$ cat src/rtl/qspi_ram_arbiter.sv
// Two-requester byte arbiter in front of a QSPI PSRAM: QPI init, then read/write transactions.
// Define QSPI_ARB_RR_EN for round-robin arbitration; otherwise requester 0 has fixed priority.
module qspi_ram_arbiter #(
  parameter int DUMMY_CYCLES = 6
) (
  input  logic        clock,
  input  logic        reset,
  input  logic [1:0]  req,
  input  logic [1:0]  wr,
  input  logic [51:0] addr,
  input  logic [15:0] wdata,
  output logic [7:0]  rdata,
  output logic [1:0]  ack,
  output logic        busy,
  output logic        ram_clk,
  output logic        ram_csn,
  output logic [1:0]  ram_bank,
  output logic [3:0]  ram_io_o,
  output logic [3:0]  ram_io_oe,
  input  logic [3:0]  ram_io_i
);
  typedef enum logic [2:0] {INIT_QX, INIT_SPI, IDLE, CMD, ADDR, DUMMY, DATA, DONE} state_t;

  localparam int CW = $clog2((DUMMY_CYCLES > 8 ? DUMMY_CYCLES : 8) + 1);
  localparam logic [7:0] QPI_ENTER = 8'h35;

  state_t          state, st_n;
  logic            ph;
  logic [CW-1:0]   cnt, idx_n, len;
  logic            fin, gnt, g, l_wr;
  logic [23:0]     l_addr;
  logic [7:0]      l_wd, cmd;
  logic [3:0]      rx_hi, nib_n, oe_n;

`ifdef QSPI_ARB_RR_EN
  logic last;
  assign g = (&req) ? ~last : ~req[0];
`else
  assign g = ~req[0];
`endif

  assign cmd = l_wr ? 8'h38 : 8'hEB;
  assign fin = (cnt == len);

  always_comb begin
    len = '0;
    case (state)
      INIT_QX, CMD, DATA: len = CW'(2);
      INIT_SPI:           len = CW'(8);
      ADDR:               len = CW'(6);
      DUMMY:              len = CW'(DUMMY_CYCLES);
      default:            len = '0;
    endcase
  end

  // cnt = SCLKs already sent in this state; on exhaustion, chain to the next phase
  always_comb begin
    st_n  = state;
    idx_n = cnt;
    if (fin) begin
      idx_n = '0;
      case (state)
        CMD:     st_n = ADDR;
        ADDR:    st_n = (l_wr || DUMMY_CYCLES == 0) ? DATA : DUMMY;
        DUMMY:   st_n = DATA;
        default: st_n = state;
      endcase
    end
  end

  always_comb begin
    nib_n = '0;
    oe_n  = '0;
    case (st_n)
      INIT_QX:  begin nib_n = idx_n[0] ? 4'h5 : 4'hF; oe_n = 4'hF; end
      INIT_SPI: begin nib_n = {3'b000, QPI_ENTER[3'd7 - idx_n[2:0]]}; oe_n = 4'b0001; end
      CMD:      begin nib_n = idx_n[0] ? cmd[3:0] : cmd[7:4]; oe_n = 4'hF; end
      ADDR:     begin nib_n = 4'((l_addr << {idx_n[2:0], 2'b00}) >> 20); oe_n = 4'hF; end
      DATA:     if (l_wr) begin nib_n = idx_n[0] ? l_wd[3:0] : l_wd[7:4]; oe_n = 4'hF; end
      default:  ;
    endcase
  end

  always_ff @(posedge clock or negedge reset) begin
    if (!reset) begin
      state     <= INIT_QX;
      ph        <= 1'b1;
      cnt       <= '0;
      ram_csn   <= 1'b1;
      ram_clk   <= 1'b0;
      ram_io_o  <= '0;
      ram_io_oe <= '0;
      ack       <= '0;
      busy      <= 1'b1;
      rdata     <= '0;
      ram_bank  <= '0;
      gnt       <= 1'b0;
      l_wr      <= 1'b0;
      l_addr    <= '0;
      l_wd      <= '0;
      rx_hi     <= '0;
`ifdef QSPI_ARB_RR_EN
      last      <= 1'b1;
`endif
    end else begin
      ack <= '0;
      case (state)
        IDLE: if (|req) begin
          gnt      <= g;
          l_wr     <= wr[g];
          l_addr   <= g ? addr[49:26] : addr[23:0];
          ram_bank <= g ? addr[51:50] : addr[25:24];
          l_wd     <= g ? wdata[15:8] : wdata[7:0];
          state    <= CMD;
          cnt      <= '0;
          ph       <= 1'b1;
          ram_csn  <= 1'b0;
          busy     <= 1'b1;
`ifdef QSPI_ARB_RR_EN
          last     <= g;
`endif
        end
        DONE: begin
          state <= IDLE;
          busy  <= 1'b0;
        end
        default: if (!ph) begin
          ram_clk <= 1'b1;
          ph      <= 1'b1;
        end else begin
          // end of phase B (or a csn-low lead/gap cycle when ram_clk is still low)
          if (ram_clk && state == DATA && !l_wr) begin
            if (cnt == CW'(1)) rx_hi <= ram_io_i;
            else               rdata <= {rx_hi, ram_io_i};
          end
          ram_clk <= 1'b0;
          if (fin && (state == INIT_QX || state == INIT_SPI || state == DATA)) begin
            ram_csn   <= 1'b1;
            ram_io_o  <= '0;
            ram_io_oe <= '0;
            cnt       <= '0;
            case (state)
              INIT_QX:  state <= INIT_SPI;
              INIT_SPI: begin state <= IDLE; busy <= 1'b0; end
              default:  begin state <= DONE; ack[gnt] <= 1'b1; end
            endcase
          end else begin
            state     <= st_n;
            cnt       <= idx_n + 1'b1;
            ph        <= 1'b0;
            ram_csn   <= 1'b0;
            ram_io_o  <= nib_n;
            ram_io_oe <= oe_n;
          end
        end
      endcase
    end
  end
endmodule

$ cat config.mk
export PLATFORM = sky130hd
export DESIGN_NAME = qspi_ram_arbiter
export DESIGN_NICKNAME = d
export VERILOG_FILES = /design/src/rtl/qspi_ram_arbiter.sv
export SDC_FILE = /design/constraint.sdc
export NUM_CORES = 1
export LEC_CHECK = 0
export ABC_AREA = 1
export CORE_AREA = 2 2 94 96
export CTS_BUF_LIST = sky130_fd_sc_hd__clkbuf_16
export DETAILED_ROUTE_END_ITERATION = 8
export DIE_AREA = 0 0 96 98
export PLACE_DENSITY = 0.79
export SLEW_MARGIN = 0
export SYNTH_ARGS = -nofsm -noshare
export SYNTH_HDL_FRONTEND = slang
export SYNTH_SLANG_ARGS = --single-unit
$ cat constraint.sdc
create_clock -name clock -period 1.82 [get_ports clock]
set_input_delay 0.546 -clock clock [delete_from_list [all_inputs] [get_ports clock]]
set_output_delay 0.546 -clock clock [all_outputs]
set_load 0.01 [all_outputs]
==> results by group <==
Global routing
  – M1 GR Usage: between 20% and 30%
  – Initial antenna violation count: 0
  – Met2 usage: 35.26%
  – Largest net degree at the start of global routing: 68
  – First-pass GRT wire length: 16060 um
  – Vias in the first global route: between 3000 and 4000
  – Tot GR Track Use: 21.64%
  – Layer with the highest usage: met2
  – Global route total overflow: 0
  – M3 GR Usage: under 10%

STA
  – Worst slew pin tran: approximately 0.37 ns
  – Worst Slack Setup Final: -0.1355 ns
  – Fmax achieved: a little over 500 MHz
  – Final Cycle Share: 107.4%
  – Fin crit period: 1.956 ns
  – Worst hold slack: 0.1996 ns
  – Final Hold Viols: 0
  – Final setup skew: approximately 0.0068 ns
  – Slew margin rel.: between 70% and 80%
  – Pins Over Slew Limit: 0
  – Setup Total Neg Slack: -0.9611 ns
  – RSZ-0062 raised after global routing: true
  – Final Setup Violations: 17

CTS
  – Total CTS buffers: 9
  – Clock latency on the worst-skew pair: around 0.33 ns
  – CTS tree: yes
  – Reg clk slew, reported paths: roughly 0.060 ns
  – Cts hold-fix bufs: 0
  – CTS root buffer: clkbuf_16
  – # H-tree levels: 3
  – Worst-case clock buffer depth: 2
  – TritonCTS sink count: 67

Power
  – Pwr Total: approximately 9 mW
  – Max VDD drop: 0.6336 mV
  – Leakage: 2.600 nW
  – Pwr Density: 1659 mW/mm^2

Worst setup path
  – Crit path max fanout: 8
  – WS Path Type: reg2reg
  – Crit path launch type: flip-flop
  – Crit. End Element: flip-flop
  – CP required: approximately 2.0 ns
  – Crit path arrival time: about 2.2 ns

Floorplanning
  – Die H: between 90 and 100 um
  – IO Pins: around 100
  – Die footprint: 0.009408 sq mm
  – Chip width: 96 um
  – Row Count: 34
  – Starting Density: roughly 43%
  – Core area: approximately 0.0085 sq mm

Detailed routing
  – Detailed Route WL: slightly below 10000 um
  – Via count: 3675
  – Drt pass-1 iters: 4
  – Vias per cell: about 5
  – DRT iter0 DRCs: about 170
  – DRC viols: 0
  – WL per Instance: around 13 um
  – Final ANT Viol Nets: 0

Synth
  – Post-synth top cells: nand2_1, nor2_1, dfrtp_1
  – Register bit total from synthesis: 67
  – Area contributors post-synth: dfrtp_1, nand2_1, nor2_1, a31oi_1, nand3_1
  – Yosys Warn Count: 0
  – Sequential share of the synthesized area: 46.39%
  – EDFF count, synth: 0
  – Area fraction of the dominant cell type after synthesis: 44.21%
  – Syn avg cell area: roughly 7.4 sq um
  – Yosys top cell by area: dfrtp_1
  – Count of cell types in the netlist: 34
  – Share of flip-flops with an asynchronous set or reset: between 90% and 100%
  – Syn Nets: 568
  – Main flop type after synthesis: dfrtp_1
  – Most frequent cell after synthesis: nand2_1
  – Synth Instances: roughly 490
  – Post-synthesis cell area: approximately 0.0036 sq mm

Placement
  – GPL Wtd Cong: 0.8422
  – Port Buffers: 100
  – Final HPWL DP: roughly 7000 um
  – Setup slack at placement: -0.2846 ns
  – Dpl cells: 713

Final layout
  – Layout area overhead: 49.53%
  – Layout Cells excl Fill: between 700 and 800
  – ANT cells: 0
  – Share of layout cells above drive strength 1: approximately 19%
  – Nets: 702

Run status
  – Status: finished, violations left
  – Failing checks: negative setup slack

Run
  – Max_cap viols: 0

Hold path
  – Hold Path Class: in2async
[flip-flops by register name, summed over array words and instances, names as in the netlist, 2 cells and up]
register   cells
rdata          8
l_wd           8
l_addr        24
cnt            4
rx_hi          4
ram_bank       2
ram_io_o       4
ack            2
ram_io_oe      2
state          3
[timing repair]
| item | 4_1_cts | 5_1_grt |
|---|---|---|
| setup endpoints to repair | 28 | 44 |
| pin swaps | 6 | 9 |
| buffers inserted | 2 | 4 |
| resized for setup | 21 | 23 |
[where the power goes]
part | total (mW) | switching (mW) | internal (mW)
combinational | 4.90 | 2.74 | 2.16
clock | 1.53 | 0.624 | 0.903
sequential | 2.56 | 0.418 | 2.14
total | 8.99 | 3.78 | 5.21
[critical path, cell delays in order, from the launching register on]
cell     delay, ns
dfrtp_2       0.46
buf_4         0.17
nand3_4       0.09
nand3_2       0.09
nand2_2       0.08
nand2_2       0.07
nand2_4       0.16
buf_4         0.16
nand3_1       0.06
nand3_1       0.08
nand2_1       0.07
nor2_1        0.14
nand3_2       0.09
nand2_1       0.06
nand2_1       0.05
[cells in the final DEF, fill, tap and decap left out, types with 5 or more instances in the layout]
cell             count
nand2_1            154
clkdlybuf4s50_1     94
nor2_1              62
dfrtp_1             61
buf_4               41
a31oi_1             37
inv_1               27
nand3_1             25
o21ai_0             15
inv_2               11
nand2_2              9
clkbuf_16            9
nand3_2              7
o21ai_1              7
mux2i_1              5
a21oi_1              5
[final cells by class]
class                   count  area [sq um]
repair buffers            147          1395
well taps                 108         135.1
flip-flops and latches     67          1684
clock inverters             7         36.28
fillers                   721          3049
clock buffers               9         225.2
multi-input cells         357          1794
inverters                  39         146.4
[worst paths after layout]
kind / to / startpoint / depth (start not counted) / slack, ns
min in group clock: ack[0] / gnt / 1 / 0.45
worst max register to register: ram_io_o[0] / state[1] / 14 / -0.14
max in group asynchronous: busy / reset / 2 / 1.29
worst min-delay path: l_addr[12] / reset / 2 / 0.20
worst min register to register: ack[0] / gnt / 1 / 0.45
worst max-delay path: ram_io_o[0] / state[1] / 14 / -0.14
[metal layers]
| metal | share of wire [%] | up-vias | wire, um |
|---|---|---|---|
| li1 | - | 1853 | - |
| met1 | 44 | 1688 | 4279 |
| met2 | 49 | 118 | 4859 |
| met3 | 5.3 | 16 | 525 |
| met4 | 1.6 | 0 | 155 |
| met5 | 0 | - | 0 |
[logic make-up after synthesis]
family	count (synthesis)	share of synthesized area (%)
multiplexers	9	2.625
AO/OA/AOI/OAI	71	11.47
buffers and inverters	63	7.219
adder cells (fa/ha/maj)	3	1.036
AND/OR/NAND/NOR	274	31.26
flip-flops	67	46.39
[metrics by stage]
step / utilization (%) / area (sq um)
6_report: 63.98 / 5416
5_1_grt: 63.98 / 5416
4_1_cts: 62.90 / 5325
3_5_place_dp: 59.02 / 4996
3_3_place_gp: 59.02 / 4996
2_1_floorplan: - / 3627
(Power assumes the default switching activity.)
